--- src/rtl/dot_product_accumulator.sv ---
// Dot product of LEN unsigned 16x16 operand pairs, accumulated modulo 2^ACC_W with sticky carry flag.
// Latency: result valid one edge after the last pair is accepted; LEN+2 cycles per result.
// Backpressure: IN_READY drops from the last pair until OUT_READY takes the held result.
module dot_product_accumulator #(
  parameter int LEN   = 4,
  parameter int ACC_W = 40
) (
  input  logic             CLK,
  input  logic             RST_N,
  input  logic             CLEAR,
  input  logic             IN_VALID,
  output logic             IN_READY,
  input  logic [15:0]      A,
  input  logic [15:0]      B,
  output logic             OUT_VALID,
  input  logic             OUT_READY,
  output logic [ACC_W-1:0] SUM,
  output logic             OVF
);

  localparam int CNT_W = $clog2(LEN);

  localparam logic [1:0] ST_ACCUM = 2'd0;
  localparam logic [1:0] ST_DRAIN = 2'd1;
  localparam logic [1:0] ST_HOLD  = 2'd2;

  logic [1:0]       state;
  logic [CNT_W-1:0] cnt;
  logic [15:0]      a_r;
  logic [15:0]      b_r;
  logic             v_r;
  logic [ACC_W-1:0] acc;
  logic [31:0]      p;
  logic [ACC_W:0]   acc_sum;
  logic             xfer;
  logic             last_pair;

  assign IN_READY  = (state == ST_ACCUM) && RST_N;
  assign xfer      = IN_VALID && IN_READY;
  assign last_pair = (cnt == CNT_W'(LEN - 1));
  // Top bit of the widened sum is the carry out of the accumulator.
  assign acc_sum   = {1'b0, acc} + (ACC_W + 1)'(p);

  Multiplier16x16 u_mult (
    .A (a_r),
    .B (b_r),
    .P (p)
  );

  always_ff @(posedge CLK or negedge RST_N) begin
    if (!RST_N) begin
      state     <= ST_ACCUM;
      cnt       <= '0;
      a_r       <= '0;
      b_r       <= '0;
      v_r       <= 1'b0;
      acc       <= '0;
      SUM       <= '0;
      OVF       <= 1'b0;
      OUT_VALID <= 1'b0;
    end else if (CLEAR) begin
      // Abort wins over any transfer or result on this edge; SUM keeps its last value.
      state     <= ST_ACCUM;
      cnt       <= '0;
      v_r       <= 1'b0;
      acc       <= '0;
      OVF       <= 1'b0;
      OUT_VALID <= 1'b0;
    end else begin
      v_r <= xfer;
      if (xfer) begin
        a_r <= A;
        b_r <= B;
        cnt <= last_pair ? '0 : cnt + 1'b1;
      end
      case (state)
        ST_ACCUM: begin
          if (v_r) begin
            acc <= acc_sum[ACC_W-1:0];
            OVF <= OVF | acc_sum[ACC_W];
          end
          if (xfer && last_pair) state <= ST_DRAIN;
        end
        ST_DRAIN: begin
          SUM       <= acc_sum[ACC_W-1:0];
          OVF       <= OVF | acc_sum[ACC_W];
          acc       <= '0;
          OUT_VALID <= 1'b1;
          state     <= ST_HOLD;
        end
        ST_HOLD: begin
          if (OUT_READY) begin
            OUT_VALID <= 1'b0;
            OVF       <= 1'b0;
            state     <= ST_ACCUM;
          end
        end
        default: state <= ST_ACCUM;
      endcase
    end
  end

endmodule

// Unsigned 16x16 -> 32 multiplier.
// Latency: combinational.
// Backpressure: none.
module Multiplier16x16 (
  input  logic [15:0] A,
  input  logic [15:0] B,
  output logic [31:0] P
);

  assign P = 32'(A) * 32'(B);

endmodule

--- config.mk ---
export PLATFORM = sky130hd
export DESIGN_NAME = dot_product_accumulator
export DESIGN_NICKNAME = d
export VERILOG_FILES = /design/src/rtl/dot_product_accumulator.sv
export SDC_FILE = /design/constraint.sdc
export NUM_CORES = 1
export LEC_CHECK = 0
export ABC_AREA = 1
export BUFFER_PORTS_ARGS = -buffer_cell sky130_fd_sc_hd__buf_4
export CORE_MARGIN = 1.5
export CORE_UTILIZATION = 65
export CTS_CLUSTER_DIAMETER = 40
export DETAILED_ROUTE_END_ITERATION = 7
export GPL_TIMING_DRIVEN = 0
export MAX_ROUTING_LAYER = met4
export PLACE_DENSITY = 0.84
export SETUP_SLACK_MARGIN = 0.15
export SYNTH_ARGS = -nofsm -noshare
export SYNTH_HDL_FRONTEND = slang
export SYNTH_SLANG_ARGS = --single-unit
--- constraint.sdc ---
create_clock -name CLK -period 9.9 [get_ports CLK]
set_clock_uncertainty 0.05 [all_clocks]
set_input_delay 2.475 -clock CLK [delete_from_list [all_inputs] [get_ports CLK]]
set_output_delay 2.475 -clock CLK [all_outputs]
set_load 0.03 [all_outputs]
==> flow_metrics.tcl <==
set metrics [dict create \
    area_delta_synth_final_pct 10.7 \
    diodes 0 \
    grt_max_degree 81 \
    postRouteAntennaNets 0 \
    synth_area_leaders "fa_1 (29%), dfrtp_1 (19%), nand2_1 (17%), inv_1 (14%), ha_1 (9.3%)" \
    ys_ff_latch 119 \
    hold_class "register to register" \
    drv_slew 0 \
    rows 56 \
    synth.distinct_cells 39 \
    drive_above_1_share_pct 6.67 \
    status "complete, no violations" \
    gp_congestion 0.972 \
    syn_area_per_cell_um2 7.42 \
    via_count 13300 \
    gr-total-overflow 0 \
    netlist_instances 2094 \
    cp_max_fo 10 \
    dr.pass1.iters 6 \
    drv_cap 0 \
    cts_hold_buffers 0 \
    start_util_pct 66.2 \
    ys_async_sr_fraction_pct 100 \
    dieArea_um2 24800 \
    cp-end-kind "register" \
    clkSinkCount 119 \
    io_pins 80 \
    synth_fa_ha_area_share_pct 38.4 \
    grt_pass1_vias 13600 \
    cts_resized 0 \
    layout_commonest_cell "nand2_1" \
    nFillCells 1844 \
    core_area_um2 23500 \
    grt_usage_pct 39.1 \
    rsz0062_at_grt "no" \
    ys.flop_type "dfrtp_1" \
    timing.fmax_ghz 0.148 \
    yosysSeqAreaShare_pct 19.2 \
    clkLatencyLatePin_ps 440 \
    synth-xor-area-share_pct 0.676 \
    synth_compound_area_share_pct 3.03 \
    start_kind "register" \
    finalCritPeriodShare_pct 68.3 \
    post_drt_via_cell_ratio 5.26 \
    h-tree-depth 4 \
    critical_path_arrival_ps 7040 \
    drt_wl_total_um 43300 \
    slew_headroom_pct 47.3 \
    synthMuxAreaShare_pct 0 \
    worstSetupPathType "register to register" \
    cts_setup_buffers 0 \
    post_drt_wl_per_cell_um 17.2 \
    synthSimpleGateAreaFrac_pct 22.6 \
    layout_common_cells "nand2_1 (704), inv_1 (570), fa_1 (226), dfrtp_1 (119), ha_1 (115)" \
    grt_pass1_wl_um 70600 \
    setup_tns_ps 0 \
    nets 2570 \
    clockBufferDepth 2 \
    synth_top_family_by_area "adder cells" \
    min_period_ps 6760 \
    tightest_slew_ps 791 \
    finalHoldViolCount 0 \
    cts_tree "yes" \
    cts_root_buf "clkbuf_16" \
    synth_top_area_share_pct 29.1 \
    ys_warn_count 0 \
    drtIter0Drc 1143 \
    drc 0 \
    port_buffers 78 \
    numCtsBuffers 17 \
    cp.required_ps 10180 \
    syn_area_um2 15500 \
    synth_top_cell_by_area "fa_1" \
    die_x_um 158 \
    antenna_found_initial 0 \
    syn-num-nets 2472 \
    hpwl_um 35400 \
    path_clk_slew_ps 60 \
    die_y_um 158 \
    finalSetupViolations 0 \
    synth_edf_count 0 \
]
routing by layer:
layer | global-route usage [%] | wire length, um
met5 | - | 0
met4 | 17.3 | 2020
met3 | 7.47 | 3440
met2 | 62.9 | 20600
met1 | 48.4 | 17300
through the flow:
stage | setup slack, ps | std cells | hold WS (ps) | utilization [%] | instance area [um2]
final | 3140 | 2524 | 432 | 73.3 | 17200
after global routing | 2830 | 2524 | 449 | 73.3 | 17200
after CTS | 3150 | 2524 | 439 | 73.3 | 17200
after detailed placement | 3270 | 2492 | 417 | 70.5 | 16600
after global placement | 3290 | 2491 | 415 | 70.4 | 16500
after floorplan | 4430 | 2094 | 399 | - | 15500
worst max-delay path, stage by stage (launching register included):
cell      delay (ps)
dfrtp_1          330
clkbuf_1         510
clkbuf_1         540
nand2_1          190
fa_1             590
inv_1             60
fa_1             490
fa_1             600
fa_1             440
fa_1             500
inv_1             50
fa_1             480
inv_1             50
ha_1             380
nand2_1          120
nor2_1           310
nand2_1           90
inv_1             70
nand4_1           70
nand3_1          280
nand2_1          140
nand2_1           80
nand2_1           70
nand3_1          110
nand2_1           60
Yosys cell counts, types with 2 or more instances:
master	number
nor4_1	2
ha_1	115
inv_1	570
nand3b_1	4
xnor2_1	5
dfrtp_1	119
clkbuf_1	75
xor2_1	7
or2_1	2
nand2_1	704
o22ai_1	10
buf_6	2
o21bai_1	5
nor2_1	57
a21oi_1	34
o21ai_0	26
or2_2	4
fa_1	226
nand2_2	4
nand3_2	3
buf_2	5
inv_2	4
nand4_1	6
nor2_2	6
buf_4	2
nor3_1	5
nand3_1	80
worst paths after layout:
path,end,slack [ps],depth (start not counted),startpoint
max reg2reg,acc[29],3140,24,b_r[7]
max in group asynchronous,a_r[0],7130,2,RST_N
min in group asynchronous,OUT_VALID,1890,1,RST_N
min,SUM[14],430,2,SUM[14]
min reg2reg,SUM[14],430,2,SUM[14]
max,acc[29],3140,24,b_r[7]
sequential cells by signal, indices dropped and copies added, names as in the netlist:
register / count
b_r: 16
v_r: 1
a_r: 16
OVF: 1
OUT_VALID: 1
acc: 40
state: 2
cnt: 2
SUM: 40
cells by family after synthesis:
group,Yosys count
adder cells (fa/ha/maj),341
flip-flops,119
AND/OR/NAND/NOR,879
buffers and inverters,660
XOR/XNOR,12
AO/OA/AOI/OAI,83
layout make-up:
class	instances	area, um2	area share, %
repair buffers	79	617	3.59
clock inverters	14	208	1.21
clock buffers	18	439	2.55
plain buffers	85	349	2.03
flip-flops and latches	119	2980	17.3
inverters	575	2160	12.6
well taps	319	399	2.32
multi-input cells	1315	10100	58.4
Power is not shown: default switching activity piles up to over one toggle a cycle in this logic, so the estimate is an artifact.
